File: src/rtl/pipe_pkg.sv
// rtl/pipe_pkg.sv - shared types and constants for the pipeline stage register
package pipe_pkg;

  typedef enum logic [1:0] {
    PS_EMPTY = 2'd0,
    PS_ONE   = 2'd1,
    PS_TWO   = 2'd2
  } pipe_state_e;

  localparam int PIPE_OCC_W = 2;

  // State encoding is chosen so the state value is the entry count.
  function automatic logic [PIPE_OCC_W-1:0] occ_of(input pipe_state_e s);
    return PIPE_OCC_W'(s);
  endfunction

endpackage

File: src/rtl/pipe_entry.sv
// rtl/pipe_entry.sv - single payload register with valid bit, load/unload and clear
module pipe_entry #(
  parameter int WIDTH      = 32,
  parameter int CLEAR_DATA = 1
) (
  input  logic             clk,
  input  logic             rst,
  input  logic             clear,
  input  logic             load,
  input  logic             unload,
  input  logic [WIDTH-1:0] load_data,
  output logic             valid,
  output logic [WIDTH-1:0] data
);

  // Clear beats load, so a payload arriving alongside a flush is dropped.
  always_ff @(posedge clk) begin
    if (rst || clear) begin
      valid <= 1'b0;
      if (CLEAR_DATA != 0) begin
        data <= '0;
      end
    end else if (load) begin
      valid <= 1'b1;
      data  <= load_data;
    end else if (unload) begin
      valid <= 1'b0;
    end
  end

endmodule

File: src/rtl/pipe_stage_reg.sv
// rtl/pipe_stage_reg.sv - parametrised valid/ready pipeline register with optional skid entry
module pipe_stage_reg
  import pipe_pkg::*;
#(
  parameter int WIDTH      = 32,
  parameter int SKID       = 1,
  parameter int CLEAR_DATA = 1
) (
  input  logic                  clk,
  input  logic                  rst,
  input  logic                  flush,
  input  logic                  in_valid,
  input  logic [WIDTH-1:0]      in_data,
  output logic                  in_ready,
  output logic                  out_valid,
  output logic [WIDTH-1:0]      out_data,
  input  logic                  out_ready,
  output logic [PIPE_OCC_W-1:0] occupancy
);

  logic             in_xfer;
  logic             out_xfer;
  logic             main_load;
  logic             main_unload;
  logic [WIDTH-1:0] main_din;

  assign in_xfer  = in_valid & in_ready;
  assign out_xfer = out_valid & out_ready;

  pipe_entry #(
    .WIDTH      (WIDTH),
    .CLEAR_DATA (CLEAR_DATA)
  ) u_main (
    .clk       (clk),
    .rst       (rst),
    .clear     (flush),
    .load      (main_load),
    .unload    (main_unload),
    .load_data (main_din),
    .valid     (out_valid),
    .data      (out_data)
  );

  generate
    if (SKID != 0) begin : g_skid
      pipe_state_e      state;
      logic             in_ready_q;
      logic             skid_load;
      logic             skid_unload;
      logic             skid_valid;
      logic [WIDTH-1:0] skid_data;

      pipe_entry #(
        .WIDTH      (WIDTH),
        .CLEAR_DATA (CLEAR_DATA)
      ) u_skid (
        .clk       (clk),
        .rst       (rst),
        .clear     (flush),
        .load      (skid_load),
        .unload    (skid_unload),
        .load_data (in_data),
        .valid     (skid_valid),
        .data      (skid_data)
      );

      always_comb begin
        main_load   = 1'b0;
        main_unload = 1'b0;
        skid_load   = 1'b0;
        skid_unload = 1'b0;
        main_din    = skid_valid ? skid_data : in_data;
        case (state)
          PS_EMPTY: begin
            main_load = in_xfer;
          end
          PS_ONE: begin
            main_load   = in_xfer & out_xfer;
            main_unload = out_xfer & ~in_xfer;
            skid_load   = in_xfer & ~out_xfer;
          end
          PS_TWO: begin
            // in_ready is low here, so only the skid can refill main.
            main_load   = out_xfer;
            skid_unload = out_xfer;
          end
          default: begin
          end
        endcase
      end

      always_ff @(posedge clk) begin
        if (rst || flush) begin
          state      <= PS_EMPTY;
          in_ready_q <= 1'b1;
        end else begin
          case (state)
            PS_EMPTY: begin
              if (in_xfer) begin
                state <= PS_ONE;
              end
            end
            PS_ONE: begin
              if (in_xfer && !out_xfer) begin
                state      <= PS_TWO;
                in_ready_q <= 1'b0;
              end else if (out_xfer && !in_xfer) begin
                state <= PS_EMPTY;
              end
            end
            PS_TWO: begin
              if (out_xfer) begin
                state      <= PS_ONE;
                in_ready_q <= 1'b1;
              end
            end
            default: begin
              state      <= PS_EMPTY;
              in_ready_q <= 1'b1;
            end
          endcase
        end
      end

      assign in_ready  = in_ready_q;
      assign occupancy = occ_of(state);
    end else begin : g_single
      assign in_ready    = ~out_valid | out_ready;
      assign main_load   = in_xfer;
      assign main_unload = out_xfer & ~in_xfer;
      assign main_din    = in_data;
      assign occupancy   = {1'b0, out_valid};
    end
  endgenerate

endmodule

File: config.mk
export PLATFORM = sky130hd
export DESIGN_NAME = pipe_stage_reg
export DESIGN_NICKNAME = d
export VERILOG_FILES = /design/src/rtl/pipe_pkg.sv /design/src/rtl/pipe_entry.sv /design/src/rtl/pipe_stage_reg.sv
export SDC_FILE = /design/constraint.sdc
export NUM_CORES = 1
export LEC_CHECK = 0
export CORE_ASPECT_RATIO = 0.75
export CORE_MARGIN = 10
export CORE_UTILIZATION = 35
export CTS_CLUSTER_SIZE = 28
export DETAILED_ROUTE_END_ITERATION = 10
export PLACE_DENSITY = 0.6
export SLEW_MARGIN = 40
export SYNTH_ARGS = -nofsm -noshare
export SYNTH_HDL_FRONTEND = slang
export SYNTH_SLANG_ARGS = --single-unit
File: constraint.sdc
create_clock -name clk -period 1.9 [get_ports clk]
set_input_delay 0.285 -clock clk [delete_from_list [all_inputs] [get_ports clk]]
set_output_delay 0.285 -clock clk [all_outputs]
set_load 0.02 [all_outputs]
==> qor.yml <==
run_status: "finished, final reports clean"
post-cts-setup-buffer-count: 0
max_cap_violations: 0
fmax_mhz: 569.8
synth_mux_area_share_pct: 22.21
cts_tree: "yes"
relative_slew_margins_pct: 50.10
sequential_cell_area_um2: 1383
worstPathCellList: "clkdlybuf4s50_1"
cp.arrival_ns: 1.47
detail-route-antenna-nets: 0
synth_simple_gate_area_share_pct: 19.27
dp_cells: 511
worstPathRequired_ns: 1.62
cts-hold-fix-buffers: 0
synthDominantAreaCellType: "dfxtp_1"
top_level_ports: 73
cts.htree.levels: 3
synth.area.top_cells: "dfxtp_1, nand2_1, mux2_2"
worst_setup_hold_path_clk_slew_ns: 0.05
initial_utilization_pct: 36.09
power_switching_share_pct: 21.91
total_power_w: 0.003742
first_pass_grt_wire_length_um: 12820
worst_slew_pin_slew_ns: 0.7485
p_clk_share_pct: 48.7
final_critical_path_setup_slack_ns: 0.1450
crit_path_class: "reg -> out"
drt_wl_total_um: 7924
final_net_count: 453
critical-path-slowest-cell: "clkdlybuf4s50_1"
die_height_um: 101.0
post_synth_fa_ha_maj_area_fraction_pct: 0.8167
areaGrowthSynthToFinish_pct: 38.26
yosys_warnings: 0
yosys.area_share.xor_xnor_pct: 0
die_area_um2: 12940
core_area_um2: 8491
via_count_of_the_first_global_routing_pass: 2574
postCtsResizedCells: 0
dpl.hpwl_um: 5350
antenna-diode-count: 0
layout.filler_cells: 822
finalSetupTns_ns: 0
cts_sinks: 69
antenna_found_initial: 0
synth_top_family_by_area: "multiplexers"
cp_slowest_stage_delay_ns: 0.67
count_of_final_setup_violators: 0
net-switching-power_w: 0.0008199
cellLeakagePower_nw: 1.553
synth.top_cell.area_share_pct: 45.08
end_kind: "primary output"
total_congestion_overflow_after_global_routing: 0
power.sequential.fraction_pct: 40.2
synth.ff_latch_count: 69
irDropWorstVdd_mv: 0.4713
drt-wirelength-per-cell_um: 15.04
post-route-drc-count: 0
timing.final.max_slew_violations: 0
avgViaCountPerCell: 4.824
cp_max_fo: 10
synth.yosys.seq_area_share_pct: 45.08
first_iter_violations: 126
min_period_ns: 1.755
clk_path_buf_depth: 2
post_route_cells_drive_above_1_share_pct: 15.51
detailedRoute.firstPassIterationCount: 4
period_share_pct: 92.37
syn_avg_cell_area_um2: 8.780
synth_compound_gate_area_share_pct: 7.595
all_layer_global_routing_usage_pct: 12.29
clock_tree.root_cell: "clkbuf_16"
dr_total_vias: 2542
setup.worst_path.start_class: "flop"
cts_buffers: 9
power_report.internal_total_w: 0.002922
power.combinational.fraction_pct: 11.1
syn-instance-count: 349
buffer_ports.inserted: 72
mappedNetlistNets: 388
grt_setup_unrepaired: "false"
routabilityCongestion: 0.7232
syn-cell-area_um2: 3064
timing.critical_path.max_delay_family: "buffers and inverters"
hold_ws_ns: 0.4511
hold_path_class: "reg -> reg"
final-instance-count-excl-fill: 527
fp-row-count: 29
later_pin_clock_latency_in_the_skew_report_ns: 0.33
grt_start_max_net_pins: 66
pwr_density_cell_nw_per_um2: 883.2
synth_cell_types: 24
max_clock_skew_ns: 0.005026
place_ws_ns: 0.02470
die_x_um: 128.0
total_area_of_multi_input_combinational_cells_um2: 1536
worst-path-buf-inv: 1
report.final.hold_viol_count: 0
path summary, 6_finish.rpt:
path / from / to / slack, ns / cells past startpoint
max: occupancy[1] / occupancy[1] / 0.15 / 1
max reg2reg: occupancy[1] / u_main.data[1] / 0.30 / 4
min reg2reg: g_skid.u_skid.data[0] / g_skid.u_skid.data[0] / 0.45 / 2
min: g_skid.u_skid.data[0] / g_skid.u_skid.data[0] / 0.45 / 2
cell type report:
| class | count | share of cell area (%) |
|---|---|---|
| multi-input cells | 251 | 36.27 |
| flip-flops and latches | 69 | 32.63 |
| clock inverters | 3 | 1.595 |
| well taps | 108 | 3.190 |
| repair buffers | 80 | 19.91 |
| inverters | 3 | 0.2658 |
| clock buffers | 13 | 6.143 |
metal layers:
layer  routed length [um]  track usage (%)
met5                    0                0
met4                   37            4.231
met3                  593            6.204
met2                 3545            18.43
met1                 3748            14.88
power by group through the flow:
stage	clock [W]	sequential (W)	combinational, W
2_1_floorplan	0	0.00156	0.000199
3_5_place_dp	0	0.00154	0.000420
4_1_cts	0.00187	0.00150	0.000422
3_3_place_gp	0	0.00153	0.000416
5_1_grt	0.00194	0.00151	0.000449
6_report	0.00182	0.00150	0.000416
cells in the final DEF, fill, tap and decap left out, types with 2 or more instances in the layout:
master,netlist,final
clkbuf_16,0,9
dfxtp_1,69,68
buf_4,0,3
mux2i_1,32,32
clkbuf_1,19,2
inv_1,3,3
bufinv_16,0,2
o21ai_0,3,3
mux2_2,32,32
a21oi_1,36,36
clkbuf_8,0,2
nand3b_1,3,3
and3b_2,2,2
buf_12,0,5
clkdlybuf4s50_1,0,72
nand2_1,130,130
ha_1,2,2
flip-flops by register name, summed over array words and instances (netlist names):
signal               count
u_main.data             32
g_skid.u_skid.valid      1
u_main.valid             1
occupancy                2
in_ready                 1
g_skid.u_skid.data      32
synth_stat cells:
cell      count
nand2_1     130
dfxtp_1      69
a21oi_1      36
mux2_2       32
mux2i_1      32
clkbuf_1     19
buf_2         3
buf_8         3
inv_1         3
nand3b_1      3
o21ai_0       3
and3b_2       2
ha_1          2
nor2_1        2
a211oi_4      1
a21o_2        1
a311oi_1      1
and2_1        1
and2b_2       1
and4b_2       1
and4bb_2      1
buf_6         1
or2_2         1
or3_2         1
stage by stage:
stage          cell area, um^2  util [%]
6_report                  4237     49.90
5_1_grt                   4237     49.90
3_3_place_gp              3909     46.04
2_1_floorplan             3064         -
4_1_cts                   4237     49.90
3_5_place_dp              3909     46.04
cells by family after synthesis:
family	after synthesis
and+or+nand+nor	143
DFF	69
muxes	64
AOI/OAI and AO/OA	42
buffers and inverters	29
adders and majority gates	2
No activity file was read; power rests on OpenSTA's default activity.
==> edit 1: new RTL, same settings <==
`WIDTH` is set to 32 in 2 places; all go to 24.
--- a/src/rtl/pipe_entry.sv
+++ b/src/rtl/pipe_entry.sv
@@ -1,5 +1,5 @@
 // rtl/pipe_entry.sv - single payload register with valid bit, load/unload and clear
 module pipe_entry #(
-  parameter int WIDTH      = 32,
+  parameter int WIDTH      = 24,
   parameter int CLEAR_DATA = 1
 ) (
--- a/src/rtl/pipe_stage_reg.sv
+++ b/src/rtl/pipe_stage_reg.sv
@@ -3,5 +3,5 @@
   import pipe_pkg::*;
 #(
-  parameter int WIDTH      = 32,
+  parameter int WIDTH      = 24,
   parameter int SKID       = 1,
   parameter int CLEAR_DATA = 1
Ports: changed (resized in_data and out_data); port bits go from 73 to 57. No check against the original RTL was run, so the function may have changed too.
==> edit 1 against the original RTL <==
- total power fell by 43%
- sequential cell count fell by 16
- non-clock buffer count fell by 18
- design area fell by 26%
- wire length fell by 32%
- area after synthesis fell by 23%
- synthesized cell count fell by 23%
- worst setup slack got worse by 0.020 ns
- clock skew rose by 0.0058 ns
- global-route usage fell by 1.8 points
- critical path type unchanged
==> edit 1: results (changes against the original RTL) <==
| Metric | Value |
|---|---|
| Detailed-route wire length per cell | `13.33 microns (was 15.04 microns)` |
| First-pass GRT wire length | `9163 microns (was 12,820 microns)` |
| Worst-path clk slew | `0.09 ns (was 0.05 ns)` |
| Setup slack, reg-to-reg | `0.32 ns (was 0.30 ns)` |
| Register area share after synthesis | `44.87% (was 45.08%)` |
| Startpoint of the lowest-slack hold path | `g_skid.u_skid.data[12]$_SDFFE_PP0P_ (was g_skid.u_skid.data[0]$_SDFFE_PP0P_)` |
| Via count of the first global-routing pass | `1,966 (was 2,574)` |
| Outcome | `finished clean (unchanged)` |
| Leading cell types by total area after synthesis | `dfxtp_1 (45%), nand2_1 (16%), mux2_2 (11%), mux2i_1 (10%), a21oi_1 (5.9%) (was dfxtp_1 (45%), nand2_1 (16%), mux2_2 (12%), mux2i_1 (10%), a21oi_1 (5.9%))` |
| Layout cell share with drive strength beyond 1 | `13.40% (was 15.51%)` |
| Filler cell count in the final layout | `613 (was 822)` |
| Clock network latency to the later pin of the worst-skew pair | `0.31 ns (was 0.33 ns)` |
| Detailed-placement wirelength estimate | `3568 microns (was 5350 microns)` |
| Net count reported at finish | `351 (was 453)` |
| Crit path arrival time | `1.49 ns (was 1.47 ns)` |
| Highest ir drop seen on vdd | `0.3428 mV (was 0.4713 mV)` |
| Worst setup skew after layout | `0.01086 ns (was 0.005026 ns)` |
| Global-route total usage across every layer | `10.47% (was 12.29%)` |
| Placer Congestion | `0.7324 (was 0.7232)` |
| Port buffer count | `56 (was 72)` |
| Number of vias after detailed routing | `1,884 (was 2,542)` |
| Count of different cell masters after synthesis | `26 (was 24)` |
| Worst min-delay path endpoint | `g_skid.u_skid.data[12]$_SDFFE_PP0P_ (was g_skid.u_skid.data[0]$_SDFFE_PP0P_)` |
| Root Driver | `clkbuf_8 (was clkbuf_16)` |
| Number of buffers added by the clock tree synthesis step | `5 (was 9)` |
| Terminus of the critical flop-to-flop path | `u_main.data[9]$_SDFFE_PP0P_ (was u_main.data[1]$_SDFFE_PP0P_)` |
| Remaining max-slew budget at the tightest pin | `62.71% (was 50.10%)` |
| Largest net degree at the start of global routing | `50 (was 66)` |
| Static Leakage | `1.137 nW (was 1.553 nW)` |
| Worst reg2reg path startpoint | `occupancy[0]$_SDFFE_PP0P_ (was occupancy[1]$_SDFFE_PP0P_)` |
| Initial DRC Count | `30 (was 126)` |
| Commonest cells in the netlist | `nand2_1 (98), dfxtp_1 (53), a21oi_1 (28), mux2_2 (24), mux2i_1 (24) (was nand2_1 (130), dfxtp_1 (69), a21oi_1 (36), mux2_2 (32), mux2i_1 (32))` |
edit 1: changes by cell type after synthesis, sizes merged:
cell / unedited run / this run
nand2: 130 / 98
a21oi: 36 / 28
buf: 7 / 6
clkbuf: 19 / 13
mux2i: 32 / 24
mux2: 32 / 24
dfxtp: 69 / 53
edit 1: final cells by class:
cell class | instances | share of cell area [%]
multi-input combinational | 195 | 38.47
sequential | 53 | 34.02
timing repair buffer | 62 | 21.02
tap | 81 | 3.249
clock buffer | 5 | 2.206
clock inverter | 3 | 0.6819
inverter | 3 | 0.3610
edit 1: through the flow:
| stage | cells | hold WS [ns] | worst slack (ns) | cell area [sq um] |
|---|---|---|---|---|
| after floorplan | 270 | 0.4210 | 0.1771 | 2365 |
| after global placement | 394 | 0.4385 | 0.1335 | 3029 |
| after detailed placement | 394 | 0.4450 | 0.1028 | 3029 |
| after CTS | 402 | 0.4613 | 0.1052 | 3119 |
| after global routing | 402 | 0.4790 | 0.05202 | 3119 |
| final | 402 | 0.4579 | 0.1249 | 3119 |
edit 1: logic make-up after synthesis:
kind of cell,Yosys count,share of synthesized area [%]
buffers and inverters,22,4.709
adders and majority gates,2,1.058
muxes,48,21.59
and+or+nand+nor,111,19.68
DFF,53,44.87
AOI/OAI and AO/OA,34,8.095
edit 1: worst max-delay path by stage:
| stage | start | slack (ns) | cells after the start | endpoint |
|---|---|---|---|---|
| floorplan | occupancy[0]$_SDFFE_PP0P_ | 0.18 | 5 | u_main.data[0]$_SDFFE_PP0P_ |
| global placement | in_valid | 0.13 | 7 | g_skid.u_skid.data[0]$_SDFFE_PP0P_ |
| detailed placement | out_ready | 0.10 | 5 | u_main.data[9]$_SDFFE_PP0P_ |
| CTS | occupancy[0]$_SDFFE_PP0P_ | 0.11 | 1 | occupancy[0] |
| global route | occupancy[0]$_SDFFE_PP0P_ | 0.05 | 1 | occupancy[0] |
| finish | occupancy[0]$_SDFFE_PP0P_ | 0.12 | 1 | occupancy[0] |
edit 1: worst min-delay path: stages (launching register included):
cell     delay (ns)
dfxtp_1        0.32
nand2_1        0.05
a21oi_1        0.05
edit 1: power by group:
part           internal, W  switching [W]  total (W)
Combinational     0.000170       0.000146   0.000316
Sequential         0.00114      0.0000160    0.00115
Clock             0.000263       0.000392   0.000654
Total              0.00157       0.000554    0.00212
edit 1: routing by layer:
layer | part of all wire, % | GRT usage, % | routed length, microns | vias up
li1 | - | - | - | 987
met1 | 46 | 11.99 | 2491 | 857
met2 | 46 | 17.79 | 2451 | 36
met3 | 6.5 | 3.748 | 349 | 4
met4 | 1.2 | 3.086 | 64 | 0
met5 | 0 | 0 | 0 | -
==> edit 2: new RTL, config.mk and constraints unchanged <==
Made on the original files. `CLEAR_DATA` is set to 1 in 2 places; all go to 0.
--- a/src/rtl/pipe_entry.sv
+++ b/src/rtl/pipe_entry.sv
@@ -2,5 +2,5 @@
 module pipe_entry #(
   parameter int WIDTH      = 32,
-  parameter int CLEAR_DATA = 1
+  parameter int CLEAR_DATA = 0
 ) (
   input  logic             clk,
--- a/src/rtl/pipe_stage_reg.sv
+++ b/src/rtl/pipe_stage_reg.sv
@@ -5,5 +5,5 @@
   parameter int WIDTH      = 32,
   parameter int SKID       = 1,
-  parameter int CLEAR_DATA = 1
+  parameter int CLEAR_DATA = 0
 ) (
   input  logic                  clk,
Function: changed (a bounded check fails within 4 cycles, from zero or initial values).
==> edit 2 against the original RTL <==
- critical endpoint unchanged
- sequential share of layout area up 22 points
- design area shrank 12%
- cell count decreased by 37%
- total power decreased by 17%
- area after synthesis down 14%
- wire length decreased by 31%
- worst setup slack got worse by 0.024 ns
- sequential cell count is the same
- critical path type unchanged
==> edit 2: results (changes against the original RTL) <==
| Metric | Value |
|---|---|
| Outcome | `finished clean (unchanged)` |
| Count of different cell masters after synthesis | `22 (was 24)` |
| Cell Area, Placed | `3548 sq um (was 3909 sq um)` |
| Worst Setup Slack post-DPL | `-0.09192 ns (was 0.02470 ns)` |
| Reported sequential group power | `0.00171 W (was 0.00150 W)` |
| Grt peak-use layer | `met1 (was met2)` |
| First-pass GRT wire length | `8459 microns (was 12,820 microns)` |
| Largest net degree at the start of global routing | `27 (was 66)` |
| Static Leakage | `1.266 nW (was 1.553 nW)` |
| Post-Layout Cell Count | `330 (was 527)` |
| DRT Wirelength | `5439 microns (was 7924 microns)` |
| Worst setup skew after layout | `0.008426 ns (was 0.005026 ns)` |
| Register area share after synthesis | `76.95% (was 45.08%)` |
| Layout cell share with drive strength beyond 1 | `27.95% (was 15.51%)` |
| Number of nets in the synthesized netlist | `177 (was 388)` |
| Post-synth EDFFs | `64 (was 0)` |
| Filler cell count in the final layout | `634 (was 822)` |
| Total instance count after detailed placement | `314 (was 511)` |
| Global-route total usage across every layer | `9.698% (was 12.29%)` |
| Met2 capacity usage during global routing | `11.65% (was 18.43%)` |
| Placer Congestion | `0.7365 (was 0.7232)` |
| Detailed-placement wirelength estimate | `3905 microns (was 5350 microns)` |
| Remaining max-slew budget at the tightest pin | `76.77% (was 50.10%)` |
| Root Driver | `clkbuf_8 (was clkbuf_16)` |
| Clock period minus final worst setup slack | `1.779 ns (was 1.755 ns)` |
| Leading cell types by total area after synthesis | `edfxtp_1 (73%), mux2_2 (14%), dfxtp_1 (3.8%), a21oi_1 (1.5%), buf_6 (1.3%) (was dfxtp_1 (45%), nand2_1 (16%), mux2_2 (12%), mux2i_1 (10%), a21oi_1 (5.9%))` |
| Power in combinational cells | `0.000259 W (was 0.000416 W)` |
| Net switching power figure | `0.0006485 W (was 0.0008199 W)` |
| Via density | `4.430 (was 4.824)` |
| Terminus of the critical flop-to-flop path | `u_main.data[16]$_DFFE_PP_ (was u_main.data[1]$_SDFFE_PP0P_)` |
| Via count of the first global-routing pass | `1,511 (was 2,574)` |
| Net count reported at finish | `263 (was 453)` |
| Highest ir drop seen on vdd | `0.3581 mV (was 0.4713 mV)` |
| Seq pwr share | `55.2% (was 40.2%)` |
| Commonest cells in the netlist | `edfxtp_1 (64), mux2_2 (32), a21oi_1 (8), dfxtp_1 (5) (was nand2_1 (130), dfxtp_1 (69), a21oi_1 (36), mux2_2 (32), mux2i_1 (32))` |
| Synthesized instance count | `138 (was 349)` |
| Routing usage on met1 | `13.48% (was 14.88%)` |
## edit 2: cell type report
type                    instances  area share (%)
repair buffers                 81           22.08
inverters                       3          0.3011
flip-flops and latches         69           54.17
multi-input cells              60           14.99
clock buffers                   9           3.312
well taps                     101           3.379
clock inverters                 7           1.773
## edit 2: per-layer routing
layer,vias up,part of all wire [%]
met2,76,38
li1,705,-
met1,675,49
met3,6,12
met5,-,0
met4,0,0.57
## edit 2: how the worst min path moves through the flow
| stage | start | to | slack, ns | depth (start not counted) |
|---|---|---|---|---|
| after CTS | u_main.valid$_SDFFE_PP0P_ | u_main.valid$_SDFFE_PP0P_ | 0.50 | 2 |
| after detailed placement | u_main.valid$_SDFFE_PP0P_ | u_main.valid$_SDFFE_PP0P_ | 0.48 | 2 |
| after floorplan | in_data[0] | g_skid.u_skid.data[0]$_DFFE_PP_ | 0.38 | 0 |
| after global placement | u_main.valid$_SDFFE_PP0P_ | u_main.valid$_SDFFE_PP0P_ | 0.50 | 2 |
| after global routing | u_main.valid$_SDFFE_PP0P_ | u_main.valid$_SDFFE_PP0P_ | 0.51 | 2 |
| final | u_main.valid$_SDFFE_PP0P_ | u_main.valid$_SDFFE_PP0P_ | 0.50 | 2 |
## edit 2: logic make-up (layout without fill, tap and decap cells)
logic type | count (synthesis) | in the layout | synth area share, %
flip-flops | 69 | 69 | 76.95
adder cells (fa/ha/maj) | 2 | 2 | 0.9522
AO/OA/AOI/OAI | 14 | 14 | 3.238
multiplexers | 32 | 32 | 13.71
AND/OR/NAND/NOR | 12 | 12 | 2.714
buffers and inverters | 9 | 100 | 2.428
